===== config.mk =====
export PLATFORM = sky130hd
export DESIGN_NAME = vga_scan
export DESIGN_NICKNAME = d
export VERILOG_FILES = /design/src/rtl/vga_scan.sv
export SDC_FILE = /design/constraint.sdc
export NUM_CORES = 1
export LEC_CHECK = 0
export CAP_MARGIN = 30
export CELL_PAD_IN_SITES_DETAIL_PLACEMENT = 1
export CELL_PAD_IN_SITES_GLOBAL_PLACEMENT = 2
export CORE_AREA = 5 5 90 92
export DETAILED_ROUTE_END_ITERATION = 10
export DIE_AREA = 0 0 95 97
export PLACE_DENSITY = 0.89
export SLEW_MARGIN = 20
export SYNTH_ARGS = -nofsm -noshare
export SYNTH_HDL_FRONTEND = slang
export SYNTH_SLANG_ARGS = --single-unit

===== constraint.sdc =====
create_clock -name clock -period 1.92 [get_ports clock]
set_input_delay 0.384 -clock clock [delete_from_list [all_inputs] [get_ports clock]]
set_output_delay 0.384 -clock clock [all_outputs]
set_load 0.03 [all_outputs]

===== src/rtl/vga_scan.sv =====
// rtl/vga_scan.sv - 640x480 raster timing generator, 2 clocks per pixel, VGA sync/blank/RGB drive.
// Optional output alignment register stage: VGA_SCAN_ALIGN_EN.
module vga_scan #(
    parameter int H_VIS  = 640,
    parameter int H_FP   = 16,
    parameter int H_SYNC = 96,
    parameter int H_BP   = 48,
    parameter int V_VIS  = 480,
    parameter int V_FP   = 10,
    parameter int V_SYNC = 2,
    parameter int V_BP   = 29
) (
    input  logic        clock,
    input  logic        reset,
    input  logic [23:0] color,
    output logic [8:0]  row,
    output logic [9:0]  col,
    output logic        blank,
    output logic        pix_en,
    output logic        frame_start,
    output logic        vga_hs,
    output logic        vga_vs,
    output logic        vga_blank_n,
    output logic [7:0]  vga_r,
    output logic [7:0]  vga_g,
    output logic [7:0]  vga_b
);

    localparam int H_TOTAL = H_VIS + H_FP + H_SYNC + H_BP;
    localparam int V_TOTAL = V_VIS + V_FP + V_SYNC + V_BP;

    localparam logic [10:0] H_LAST     = 11'(2 * H_TOTAL - 1);
    localparam logic [9:0]  V_LAST     = 10'(V_TOTAL - 1);
    localparam logic [9:0]  H_VIS_P    = 10'(H_VIS);
    localparam logic [9:0]  HS_FIRST   = 10'(H_VIS + H_FP);
    localparam logic [9:0]  HS_LAST    = 10'(H_VIS + H_FP + H_SYNC - 1);
    localparam logic [9:0]  V_VIS_L    = 10'(V_VIS);
    localparam logic [9:0]  VS_FIRST   = 10'(V_VIS + V_FP);
    localparam logic [9:0]  VS_LAST    = 10'(V_VIS + V_FP + V_SYNC - 1);

    logic [10:0] hcount_q, hcount_d;
    logic [9:0]  vcount_q, vcount_d;
    logic [9:0]  hp;
    logic        blank_c;
    logic        hs_act;
    logic        vs_act;
    logic        blank_out;

    always_comb begin
        hcount_d = hcount_q + 11'd1;
        vcount_d = vcount_q;
        if (hcount_q == H_LAST) begin
            hcount_d = 11'd0;
            vcount_d = (vcount_q == V_LAST) ? 10'd0 : vcount_q + 10'd1;
        end
    end

    always_ff @(posedge clock) begin
        if (reset) begin
            hcount_q <= 11'd0;
            vcount_q <= 10'd0;
        end else begin
            hcount_q <= hcount_d;
            vcount_q <= vcount_d;
        end
    end

    assign hp      = hcount_q[10:1];
    assign blank_c = (hp >= H_VIS_P) | (vcount_q >= V_VIS_L);
    assign hs_act  = (hp >= HS_FIRST) && (hp <= HS_LAST);
    assign vs_act  = (vcount_q >= VS_FIRST) && (vcount_q <= VS_LAST);

    assign row         = vcount_q[8:0];
    assign col         = hp;
    assign blank       = blank_c;
    assign pix_en      = ~hcount_q[0];
    // Counters sit at (0,0) during reset; the pulse belongs to the first running clock only.
    assign frame_start = (hcount_q == 11'd0) && (vcount_q == 10'd0) && !reset;

`ifdef VGA_SCAN_ALIGN_EN
    logic hs_q;
    logic vs_q;
    logic blank_n_q;

    // One-clock lag matches the colour logic's registered output.
    always_ff @(posedge clock) begin
        if (reset) begin
            hs_q      <= 1'b1;
            vs_q      <= 1'b1;
            blank_n_q <= 1'b0;
        end else begin
            hs_q      <= ~hs_act;
            vs_q      <= ~vs_act;
            blank_n_q <= ~blank_c;
        end
    end

    assign vga_hs      = hs_q;
    assign vga_vs      = vs_q;
    assign vga_blank_n = blank_n_q;
    assign blank_out   = ~blank_n_q;
`else
    assign vga_hs      = ~hs_act | reset;
    assign vga_vs      = ~vs_act | reset;
    assign blank_out   = blank_c | reset;
    assign vga_blank_n = ~blank_out;
`endif

    assign {vga_r, vga_g, vga_b} = blank_out ? 24'h000000 : color;

endmodule


==> impl_metrics.tcl, run 1 <==
set metrics [dict create \
    status "finished, violations left" \
    violations "setup timing" \
    critical_path_class "flip-flop to primary output" \
    yosys_warnings 0 \
    hold_viol 0 \
    fill_cells 860 \
    peakVddDrop_mv 0.259 \
    io_pins 75 \
    cts_buffer_depth 2 \
    fin_skew_ps 7.89 \
    critPathLaunchType "flip-flop" \
    via_per_inst 4.45 \
    final_nets 296 \
    grt_pass1_wl_um 8780 \
    cts_sinks 21 \
    ys.flop_type "dfxtp_1" \
    synthArstFlopShare_pct 0 \
    maxCapViolCount 0 \
    p_per_area_mw_per_mm2 406 \
    cts_buffers 3 \
    portBuffers 74 \
    timing.rr.start "hcount_q[3]$_SDFF_PP0_" \
    hold_start "hcount_q[0]$_SDFF_PP0_" \
    wl_per_cell_um 15.5 \
    power_w 0.00106 \
    critPathArrivalTime_ps 1570 \
    finalSetupTns_ps -310 \
    die_w_um 95 \
    crit_required_ps 1540 \
    final_cell_count_no_fill 364 \
    hpwl_um 4170 \
    gp_congestion 0.777 \
    max_freq_ghz 0.512 \
    ys_types 37 \
    cts_tree "done" \
    max-slew-margin-rel_pct 76.0 \
    grt_max_degree 26 \
    syn-mean-instance-area_um2 7.77 \
    busiest_layer "met2" \
    grt.total_usage_pct 11.8 \
    clkSlewWorstSetupHoldPaths_ps 90 \
    fp.dieH_um 97 \
    rows 31 \
    rr_endpoint "vcount_q[8]$_SDFFE_PP0P_" \
    stdcell_area_mm2 0.00261 \
    period_share_pct 102 \
    crit_path_max_fanout 25 \
    drtIter0Drc 37 \
    yosys_register_bits 21 \
    synthTopCellsByArea "dfxtp_1, and2_1, buf_4, xnor2_1, nor2_1" \
    syn_area_mm2 0.00147 \
    detail-route-antenna-nets 0 \
    yosysSeqAreaShare_pct 28.6 \
    clock_latency_ps 270 \
    use_met3_pct 3.72 \
    synth-edff-count 0 \
    syn2layout_area_growth_pct 77.5 \
    num_antenna_cells 0 \
    synth_top_area_cell "dfxtp_1" \
    place_area_mm2 0.00226 \
    grt_overflow_total 0 \
    cts-htree-levels 1 \
    dr.pass1.iters 4 \
    period_minus_slack_ps 1950 \
    slew_viol_final 0 \
    die_area_mm2 0.00922 \
    min_to "hcount_q[0]$_SDFF_PP0_" \
    antenna_found_initial 0 \
    r2r_cells 5 \
    drc 0 \
    drive_gt1_share_pct 40.8 \
    p_leak_nw 1.13 \
    fin_ws_ps -32.6 \
    use_met1_pct 14.0 \
    first_global_vias 1707 \
    vias 1620 \
    hold_class "flip-flop to flip-flop" \
    reg2reg_slack_ps 130 \
    cp-end-kind "primary output" \
    setup_viol 26 \
    placedCellCount 352 \
    met2_usage_pct 21.0 \
    rsz0062_at_grt "yes" \
    syn_inst 189 \
    initial_core_util_pct 20.6 \
    clk_root_buffer_cell "clkbuf_8" \
    whs_path_depth 2 \
    core-area_mm2 0.00714 \
    finalWirelength_um 5660 \
    tightestPinTransition_ps 357 \
    hold_slack_ps 523 \
    syn_nets 219 \
    synth_top_area_share_pct 28.6 \
]
## cells in the final DEF, fill, tap and decap left out, drive strengths merged, types with 3 or more instances in the layout
master,netlist,layout
nor2,16,16
nand4,8,8
nand3,11,11
dlymetal6s2s,0,6
xnor2,7,7
nand2,7,7
and2,25,25
o21ai,5,5
nor4,4,4
clkbuf,6,3
inv,7,7
ha,4,4
xor2,4,4
clkdlybuf4s50,0,36
nor3,8,8
a21oi,6,6
buf,24,57
or3,5,5
dlygate4sd2,0,3
dfxtp,21,21
## cell usage after synthesis, types with 3 or more instances
cell	count
nand4_1	8
and2_1	25
nor3_1	8
xnor2_1	7
nor4_1	4
inv_1	7
clkbuf_1	6
ha_1	4
nor2_1	16
nand2_1	7
nand3_1	11
a21oi_1	6
or3_1	4
dfxtp_1	21
xor2_1	4
o21ai_0	4
buf_2	3
buf_4	19
## worst max-delay path by stage
stage                                        start          end  slack (ps)  depth (start not counted)
after floorplan             hcount_q[9]$_SDFF_PP0_     vga_g[1]         -60                          6
after global placement                       reset       vga_vs        -270                          4
after detailed placement                     reset       vga_vs        -270                          4
after CTS                 vcount_q[7]$_SDFFE_PP0P_  frame_start         -40                          6
after global routing      vcount_q[6]$_SDFFE_PP0P_     vga_r[5]        -120                          6
final                     vcount_q[6]$_SDFFE_PP0P_     vga_r[5]         -30                          6
## per-stage QoR
stage | worst slack, ps | utilization, %
after floorplan | -55.6 | -
after global placement | -270 | 31.7
after detailed placement | -266 | 31.7
after CTS | -44.1 | 35.6
after global routing | -123 | 36.5
final | -32.6 | 36.5
## cells by family after synthesis
logic type                 synth area share [%]
AOI/OAI and AO/OA                          7.50
xor gates and xnor gates                   6.56
adders and majority gates                  3.41
buffers and inverters                      15.6
DFF                                        28.6
and+or+nand+nor                            38.3
## routing by layer
layer	part of all wire, %	vias up
li1	-	786
met1	41	756
met2	48	76
met3	11	2
met4	0.25	0
met5	0	-
## sequential cells by signal, summed over array words and instances, names as in the netlist
register,count
hcount_q,11
vcount_q,10
## layout make-up
| cell class | instances | area (um2) | share of cell area (%) |
|---|---|---|---|
| repair buffers | 102 | 1020 | 39.0 |
| multi-input cells | 131 | 952 | 36.5 |
| flip-flops and latches | 21 | 443 | 17.0 |
| well taps | 99 | 124 | 4.75 |
| clock buffers | 3 | 41.3 | 1.58 |
| inverters | 7 | 26.3 | 1.01 |
| clock inverters | 1 | 5.00 | 0.192 |
## report_power, final
group | switching [W] | leakage (nW) | internal, W
combinational | 0.000145 | 0.930 | 0.000171
clock | 0.000158 | 0.0255 | 0.000145
sequential | 0.00000558 | 0.176 | 0.000435
total | 0.000309 | 1.13 | 0.000750
## critical path: stages, from the launching register on
cell and delay (ps):
dfxtp_4 370, nand4_1 170, nand3b_1 140, nor2_2 150, buf_12 170, and2_1 160
buf_6 130
## what timing repair did
item                       4_1_cts  5_1_grt
gates resized for setup         59       17
hold buffers                     0        0
setup endpoints to repair       29       35
pin swaps                        8        2
setup buffers                    7        3
Power figures use the tool's default switching activity.
==> run 2, diff against run 1 <==
--- a/config.mk
+++ b/config.mk
@@ -5,12 +5,14 @@
 export SDC_FILE = /design/constraint.sdc
 export NUM_CORES = 1
 export LEC_CHECK = 0
+export ABC_AREA = 1
 export CAP_MARGIN = 30
 export CELL_PAD_IN_SITES_DETAIL_PLACEMENT = 1
 export CELL_PAD_IN_SITES_GLOBAL_PLACEMENT = 2
-export CORE_AREA = 5 5 90 92
+export CORE_AREA = 5 5 96 98
 export DETAILED_ROUTE_END_ITERATION = 10
-export DIE_AREA = 0 0 95 97
+export DIE_AREA = 0 0 101 103
+export HOLD_SLACK_MARGIN = 0.12
 export PLACE_DENSITY = 0.89
 export SLEW_MARGIN = 20
 export SYNTH_ARGS = -nofsm -noshare
==> impl_metrics.tcl, run 2 <==
set metrics [dict create \
    status "finished, violations left" \
    violations "setup timing" \
    grt.total_usage_pct 11.1 \
    drtIter0Drc 37 \
    critPathTopFamily "buffers and inverters" \
    num_antenna_cells 0 \
    antenna_found_initial 0 \
    setup_viol 2 \
    drive_gt1_share_pct 40.6 \
    stdcell_area_mm2 0.00292 \
    synth.most_common_cell "inv_1" \
    final_cell_mix "inv_1, clkdlybuf4s50_1, nand2_1" \
    fin_ws_ps -9.24 \
    slew_viol_final 0 \
    die_w_um 101 \
    rows 34 \
    io_pins 75 \
    synth_top_area_cell "dfxtp_1" \
    detail-route-antenna-nets 0 \
    synthTopCellsByArea "dfxtp_1, inv_1, nand2_1, buf_4, nor2_1" \
    critPathArrivalTime_ps 1550 \
    via_per_inst 4.16 \
    place_area_mm2 0.00247 \
    cts_buffer_depth 2 \
    yosysSeqAreaShare_pct 24.8 \
    hold_viol 0 \
    grt_overflow_total 0 \
    maxCapViolCount 0 \
    crit_required_ps 1540 \
    gp_congestion 0.838 \
    yosys_register_bits 21 \
    syn_inst 261 \
    critPathLaunchType "flip-flop" \
    syn2layout_area_growth_pct 72.2 \
    portBuffers 74 \
    finalWirelength_um 6210 \
    cts-htree-levels 1 \
    power_w 0.00108 \
    max-slew-margin-rel_pct 74.3 \
    peakVddDrop_mv 0.175 \
    cp.buffers_inverters 3 \
    die_area_mm2 0.0104 \
    ys_types 30 \
    period_minus_slack_ps 1930 \
    cts_buffers 3 \
    p_leak_nw 1.30 \
    cts_tree "done" \
    grt_pass1_wl_um 9260 \
    cp-end-kind "primary output" \
    fp.dieH_um 103 \
    synth-edff-count 0 \
    wl_per_cell_um 13.6 \
    dr.pass1.iters 4 \
    syn-mean-instance-area_um2 6.49 \
    syn_nets 291 \
    path_cells "nand2_4, nor2_4, nand3_2, buf_6, nand3_4, clkbuf_16, nor2_1, buf_4" \
    critical_path_class "flip-flop to primary output" \
    rsz0062_at_grt "yes" \
    max_freq_ghz 0.518 \
    ys.flop_type "dfxtp_1" \
    clk_root_buffer_cell "clkbuf_8" \
    initial_core_util_pct 20.2 \
    period_share_pct 100 \
    crit_slowest_cell "dfxtp_2" \
    clkSlewWorstSetupHoldPaths_ps 90 \
    grt_max_degree 16 \
    crit_path_max_fanout 6 \
    synth_top_area_share_pct 24.8 \
    core-area_mm2 0.00838 \
    synthArstFlopShare_pct 0 \
    reg_top3 "hcount_q: 11 flops, vcount_q: 10 flops" \
    fin_skew_ps 3.64 \
    critical-path-max-stage-delay_ps 360 \
    synth_common_cells "inv_1, nand2_1, nor2_1" \
    drc 0 \
    hold_class "flip-flop to flip-flop" \
    final_core_util_pct 34.8 \
    top_register "hcount_q" \
    largest_reg_flops 11 \
    cts_sinks 21 \
    p_per_area_mw_per_mm2 370 \
    final_common_cell "inv_1" \
    clock_latency_ps 270 \
    syn_area_mm2 0.00169 \
    yosys_warnings 0 \
    hpwl_um 4740 \
    first_global_vias 1990 \
    tightestPinTransition_ps 382 \
    final_nets 378 \
    vias 1895 \
]
## run 2: cell types whose count changed after synthesis, moves of 5 or more
cell | before | now
and2_1 | 25 | 0
clkbuf_1 | 6 | 0
inv_1 | 7 | 56
nand2_1 | 7 | 40
nand2_2 | 0 | 5
nand3_1 | 11 | 18
nor2_1 | 16 | 35
nor2_2 | 0 | 15
nor3_1 | 8 | 3
xnor2_1 | 7 | 0
## run 2: final timing paths
path              cells past startpoint                startpoint  slack [ps]                  endpoint
setup / recovery                      8  vcount_q[6]$_SDFFE_PP0P_          -9                  vga_g[3]
hold reg to reg                       1    hcount_q[0]$_SDFF_PP0_         470    hcount_q[0]$_SDFF_PP0_
hold / removal                        1    hcount_q[0]$_SDFF_PP0_         470    hcount_q[0]$_SDFF_PP0_
setup reg to reg                      8    hcount_q[1]$_SDFF_PP0_         330  vcount_q[5]$_SDFFE_PP0P_
## run 2: cell families (layout without fill, tap and decap cells)
group | Yosys count | count (layout) | synth area share [%]
simple gates | 138 | 138 | 41.7
buf+inv | 80 | 166 | 23.5
flops | 21 | 21 | 24.8
compound gates | 15 | 15 | 5.47
fa+ha+maj | 4 | 4 | 2.96
xor+xnor | 3 | 3 | 1.55
## run 2: routing by layer
layer	GRT usage [%]	up-vias	part of all wire [%]
met5	0	-	0
met4	3.07	0	1.1
met3	1.89	5	3.7
met2	21.5	31	56
met1	12.5	913	39
li1	-	946	-
## run 2: where the power goes
| group | switching [W] | internal [W] | total (W) | leakage (nW) |
|---|---|---|---|---|
| Combinational | 0.000169 | 0.000154 | 0.000323 | 1.10 |
| Sequential | 0.00000648 | 0.000437 | 0.000444 | 0.176 |
| Clock | 0.000164 | 0.000149 | 0.000312 | 0.0228 |
## run 2: final cells by class
cell class,count,area [um2]
Sequential cell,21,439
Inverter,58,225
Multi-Input combinational cell,160,1040
Clock buffer,4,45.0
Fill cell,1034,5470
Timing Repair Buffer,104,1030
Tap cell,108,135
## run 2: stage by stage
stage                     cells  TNS [ps]  hold slack (ps)  setup WS, ps
after detailed placement    440     -1880              456          -355
after floorplan             261         0              429           107
after CTS                   450         0              476          1.93
final                       455     -14.6              470         -9.24
after global placement      440     -1470              442          -343
after global routing        455     -1440              507         -83.2
## run 2: repair_timing
action | CTS | global route
gates resized for setup | 34 | 68
pin swaps | 4 | 8
buffers inserted | 6 | 5
hold buffers | 0 | 0
setup endpoints to repair | 31 | 30
gates cloned | 0 | 1
==> run 3, diff against run 2 <==
--- a/config.mk
+++ b/config.mk
@@ -14,7 +14,7 @@
 export DIE_AREA = 0 0 101 103
 export HOLD_SLACK_MARGIN = 0.12
 export PLACE_DENSITY = 0.89
-export SLEW_MARGIN = 20
+export SLEW_MARGIN = 10
 export SYNTH_ARGS = -nofsm -noshare
 export SYNTH_HDL_FRONTEND = slang
 export SYNTH_SLANG_ARGS = --single-unit
==> results of run 3 <==
Final layout, timing and power as in run 2 (identical DEF).
==> variant 1 (settings of run 3) <==
Add an input register stage for `color`, cleared by the reset; this delays it by one clock.
--- a/src/rtl/vga_scan.sv
+++ b/src/rtl/vga_scan.sv
@@ -39,2 +39,12 @@
     localparam logic [9:0]  VS_LAST    = 10'(V_VIS + V_FP + V_SYNC - 1);
+
+    logic [23:0] color_q;
+
+    always_ff @(posedge clock) begin
+        if (reset) begin
+            color_q <= '0;
+        end else begin
+            color_q <= color;
+        end
+    end
 
@@ -108,3 +118,3 @@
 
-    assign {vga_r, vga_g, vga_b} = blank_out ? 24'h000000 : color;
+    assign {vga_r, vga_g, vga_b} = blank_out ? 24'h000000 : color_q;
 
Formal check against the unedited RTL: not equivalent (a bounded check fails within 4 cycles, from zero or initial values and one cycle with reset high).
==> variant 1 against run 3 <==
  * Synthesized area up 33%
  * Routed wire length up 7.4%
  * Synthesized cell count up 29%
  * Total power up 71%
  * Non-clock buffer count down 9
  * Sequential cell count up 24
  * Setup slack better by 0.020 ns
  * Design area up 16%
  * Clock power up 84%
  * Largest cell class unchanged
  * Highest routed layer unchanged
==> variant 1: results (changes against run 3) <==
Routing
  – DRT iter0 DRCs: 45 (was 37)
  – WL final: 6.67 mm (was 6.21 mm)
  – DR vias/cell: 4.20 (was 4.16)

Power and ir drop
  – Leak Pwr: 1.64 nW (was 1.30 nW)
  – Max IR drop VDD: 0.342 mV (was 0.175 mV)

Placement
  – GPL Wtd Cong: 0.800 (was 0.838)
  – Post-DP HPWL: 5.08 mm (was 4.74 mm)
  – Placement Setup Slack: -0.283 ns (was -0.355 ns)
  – Post-Place Cell Area: 3010 um2 (was 2470 um2)
  – Placed Cells: 509 (was 440)

Synthesis
  – Netlist cell types: 26 (was 30)
  – Syn Nets: 367 (was 291)
  – Sequential area share after synthesis: 40.0% (was 24.8%)
  – Mean Syn Cell Area: 6.68 um2 (was 6.49 um2)
  – Post-synth top cells: inv_1 (78), nor2_1 (72), dfxtp_1 (45), nand2_1 (45), buf_4 (19) (was inv_1 (56), nand2_1 (40), nor2_1 (35))
  – Synth top area cells: dfxtp_1 (40%), inv_1 (13%), nor2_1 (12%), nand2_1 (7.5%), buf_4 (6.3%) (was dfxtp_1 (25%), inv_1 (12%), nand2_1 (8.9%), buf_4 (8.4%), nor2_1 (7.8%))
  – Synth top area share: 40.0% (was 24.8%)

Status
  – Status: completed (was complete, but fails checks)

Timing
  – Actual slew at the worst max-slew pin: 0.507 ns (was 0.382 ns)
  – Final setup skew: 0.00852 ns (was 0.00364 ns)
  – Period utilisation layout: 99.4% (was 100%)
  – Final hold slack: 0.433 ns (was 0.470 ns)

Worst setup path
  – CP max stage delay: 0.28 ns (was 0.36 ns)
  – Max stage delay cell, worst path: dlygate4sd2_1 (was dfxtp_2)
  – Crit path max fanout: 13 (was 6)
  – Critical Path Start: reset (was vcount_q[6]$_SDFFE_PP0P_)
  – Worst path arrival time: 1.53 ns (was 1.55 ns)

GRT
  – Largest net degree at the start of global routing: 26 (was 16)
  – Initial antenna violation count: 1 (was 0)
  – Global-route wire length before repair: 10.3 mm (was 9.26 mm)
  – Total track usage: 12.3% (was 11.1%)
  – Vias in the first global route: 2163 (was 1990)

Final layout
  – Cell Count, Final, Fillers Out: 523 (was 455)
  – Layout cell share with drive strength beyond 1: 27.1% (was 40.6%)
  – Largest regs: color_q (24), hcount_q (11), vcount_q (10) (was hcount_q (11), vcount_q (10))
  – Fin nets: 443 (was 378)

Clock network
  – Htree depth: 2 (was 1)
  – Worst-Skew Late Latency: 0.29 ns (was 0.27 ns)
  – CTS buffer count: 5 (was 3)
[variant 1: power breakdown]
group | internal, mW | leakage, nW | switching (mW) | total [mW]
logic | 0.140 | 1.23 | 0.161 | 0.301
clock network | 0.253 | 0.0450 | 0.321 | 0.574
registers | 0.962 | 0.372 | 0.0129 | 0.975
total | 1.36 | 1.64 | 0.494 | 1.85
[variant 1: final timing paths]
path                                   end  depth (start not counted)
setup / recovery                  vga_g[6]                          7
setup reg to reg  vcount_q[7]$_SDFFE_PP0P_                          8
hold reg to reg     hcount_q[0]$_SDFF_PP0_                          1
hold / removal      hcount_q[0]$_SDFF_PP0_                          1
[variant 1: logic make-up (layout without fill, tap and decap cells)]
| group | count (synthesis) | in the layout | share of synthesized area (%) |
|---|---|---|---|
| flip-flops | 45 | 45 | 40.0 |
| buffers and inverters | 108 | 185 | 21.7 |
| other | 0 | 1 | 0 |
| AND/OR/NAND/NOR | 163 | 163 | 31.6 |
| adder cells (fa/ha/maj) | 4 | 4 | 2.22 |
| XOR/XNOR | 3 | 3 | 1.17 |
| AO/OA/AOI/OAI | 14 | 14 | 3.34 |
[variant 1: metrics by stage]
step / power [mW] / utilization, %
2_1_floorplan: 1.14 / -
6_report: 1.85 / 40.4
3_3_place_gp: 1.26 / 35.9
3_5_place_dp: 1.26 / 35.9
4_1_cts: 1.85 / 37.1
5_1_grt: 1.94 / 40.4
[variant 1: routing by layer]
layer | vias up | part of all wire, % | routed length (um) | GRT usage, %
met5 | - | 0 | 0 | 0
met4 | 0 | 0.75 | 50 | 2.76
met3 | 4 | 4.2 | 277 | 2.37
met2 | 38 | 53 | 3560 | 21.9
met1 | 1024 | 42 | 2780 | 15.3
li1 | 1132 | - | - | -
[variant 1: timing repair]
action                     4_1_cts  5_1_grt
setup buffers                    0        3
hold buffers                     0        0
resized for setup               13       71
pin swaps                        0        5
setup endpoints to repair       29       32
cloned                           0        2
[variant 1: worst register-to-register path: cells and delay by family, from the launching register on]
| family | cells | cell delay [ns] |
|---|---|---|
| DFF | 1 | 0.39 |
| adders and majority gates | 1 | 0.21 |
| and+or+nand+nor | 7 | 0.89 |
[variant 1: layout make-up]
class / count / area (um2)
clock inverters: 2 / 10.0
fillers: 1046 / 5000
multi-input cells: 184 / 1010
flip-flops and latches: 45 / 911
clock buffers: 6 / 72.6
inverters: 82 / 313
well taps: 108 / 135
diodes: 1 / 2.50
repair buffers: 95 / 928
==> variant 2 (config.mk and constraints of run 3) <==
Made on the original files. The option `VGA_SCAN_ALIGN_EN` is turned on by a define.
--- a/src/rtl/vga_scan.sv
+++ b/src/rtl/vga_scan.sv
@@ -2,2 +2,4 @@
 // Optional output alignment register stage: VGA_SCAN_ALIGN_EN.
+`define VGA_SCAN_ALIGN_EN
+
 module vga_scan #(
Behaviour: not the same (a bounded check fails within 4 cycles, from zero or initial values and one cycle with reset high).
==> variant 2 against run 3 <==
  * Design area shrank 17%
  * Setup slack improved by 0.061 ns
  * Clock skew grew 0.0013 ns
  * Synthesized area fell by 2.9%
  * Total power rose by 5.5%
  * Combinational power decreased by 19%
  * Sequential cell count is 3 higher
  * Sequential share of layout area is 5.0 points higher
  * Routed wire length decreased by 16%
  * Hold slack lost 0.042 ns
  * Fmax rose by 3.3%
==> variant 2: results (changes against run 3) <==
Routing
  – Via Count: 1761 (was 1895)
  – Drt pass-1 iters: 4 (unchanged)
  – Routed WL per cell: 12.0 um (was 13.6 um)
  – DRT iter0 DRCs: 35 (was 37)

Placement
  – GPL Wtd Cong: 0.758 (was 0.838)
  – Post-DP HPWL: 4.17 mm (was 4.74 mm)
  – Post-Place Cell Area: 2310 um2 (was 2470 um2)
  – I/O Buffers: 74 (unchanged)
  – Placed Cells: 430 (was 440)
  – Placement Setup Slack: 0.126 ns (was -0.355 ns)

Final layout
  – N_diodes: 0 (unchanged)
  – Layout cell share with drive strength beyond 1: 16.5% (was 40.6%)
  – Cell Count, Final, Fillers Out: 435 (was 455)
  – Fin nets: 358 (was 378)

Synthesis
  – Synthesis warning total: 0 (unchanged)
  – Synth top area cells: dfxtp_1 (29%), nand2_1 (18%), inv_1 (11%), buf_4 (8.7%), nor2_1 (7.3%) (was dfxtp_1 (25%), inv_1 (12%), nand2_1 (8.9%), buf_4 (8.4%), nor2_1 (7.8%))
  – Post-synth top cells: nand2_1 (77), inv_1 (50), nor2_1 (32) (was inv_1 (56), nand2_1 (40), nor2_1 (35))
  – Post-Syn Instances: 268 (was 261)
  – Sequential area share after synthesis: 29.2% (was 24.8%)
  – Synth Flop Type: dfxtp_1 (unchanged)
  – Netlist cell types: 26 (was 30)
  – Syn Nets: 298 (was 291)

Timing
  – Final setup skew: 0.00497 ns (was 0.00364 ns)
  – Actual slew at the worst max-slew pin: 0.349 ns (was 0.382 ns)

Worst setup path
  – Delay-heaviest family, CP: simple AND/OR/NAND/NOR gates (was buffers and inverters)
  – Max stage delay cell, worst path: dfxtp_2 (unchanged)
  – CP max stage delay: 0.34 ns (was 0.36 ns)
  – Crit path max fanout: 3 (was 6)
  – Worst path arrival time: 1.48 ns (was 1.55 ns)

Clock network
  – Worst-Skew Late Latency: 0.27 ns (about the same)
  – Clock-pin slew on the worst setup and hold paths: 0.09 ns (about the same)

GRT
  – Initial antenna violation count: 0 (unchanged)
  – Largest net degree at the start of global routing: 26 (was 16)
  – Total track usage: 9.52% (was 11.1%)
  – Vias in the first global route: 1666 (was 1990)
  – Global-route wire length before repair: 8.02 mm (was 9.26 mm)

Power and ir drop
  – Max IR drop VDD: 0.225 mV (was 0.175 mV)
  – Leak Pwr: 1.23 nW (was 1.30 nW)

Status
  – Status: completed (was complete, but fails checks)
[variant 2: cell count changes after synthesis, sizes merged, moves of 2 or more]
cell	run 3	this run
clkbuf	0	3
o22ai	2	0
xnor2	0	2
inv	57	51
nand4	6	3
dfxtp	21	24
nand2	47	80
nor3	5	2
nand3	22	19
nor2	53	37
[variant 2: cell families after synthesis]
family                     after synthesis  synth area share [%]
DFF                                     24                  29.2
xor gates and xnor gates                 4                  2.13
buffers and inverters                   75                  22.4
AOI/OAI and AO/OA                       16                  5.40
and+or+nand+nor                        145                  37.8
adders and majority gates                4                  3.04
[variant 2: final cells by class]
cell class	count	area, um2
multi-input combinational	169	828
timing repair buffer	79	722
inverter	51	191
fill	1075	5960
clock buffer	4	55.1
sequential	24	484
tap	108	135
[variant 2: per-layer routing]
| layer | track usage [%] | up-vias | wire [um] |
|---|---|---|---|
| met4 | 2.45 | 0 | 59 |
| met5 | 0 | - | 0 |
| met2 | 16.0 | 50 | 2430 |
| li1 | - | 904 | - |
| met3 | 2.37 | 7 | 376 |
| met1 | 12.2 | 800 | 2350 |
[variant 2: repair_timing]
action | CTS | global route
hold endpoints to repair | 0 | 0
setup endpoints to repair | 1 | 7
setup buffers | 0 | 1
pin swaps | 0 | 4
gates resized for setup | 1 | 16
[variant 2: where the power goes]
part | total (mW) | switching (mW) | leakage [nW] | internal, mW
Combinational | 0.262 | 0.142 | 1.01 | 0.120
Sequential | 0.511 | 0.00684 | 0.195 | 0.505
Clock | 0.365 | 0.181 | 0.0288 | 0.184
Total | 1.14 | 0.330 | 1.23 | 0.808
[variant 2: path summary, 6_finish.rpt]
| check | start | to | slack [ns] |
|---|---|---|---|
| min reg2reg | hcount_q[0]$_SDFF_PP0_ | hcount_q[0]$_SDFF_PP0_ | 0.43 |
| min | hcount_q[0]$_SDFF_PP0_ | hcount_q[0]$_SDFF_PP0_ | 0.43 |
| max reg2reg | vcount_q[1]$_SDFFE_PP0N_ | vcount_q[6]$_SDFFE_PP0N_ | 0.37 |
| max | hcount_q[0]$_SDFF_PP0_ | frame_start | 0.05 |
[variant 2: through the flow]
stage	utilization [%]	total power, mW
after floorplan	-	0.652
after global placement	27.6	0.769
after detailed placement	27.6	0.772
after CTS	28.2	1.14
after global routing	28.8	1.20
final	28.8	1.14
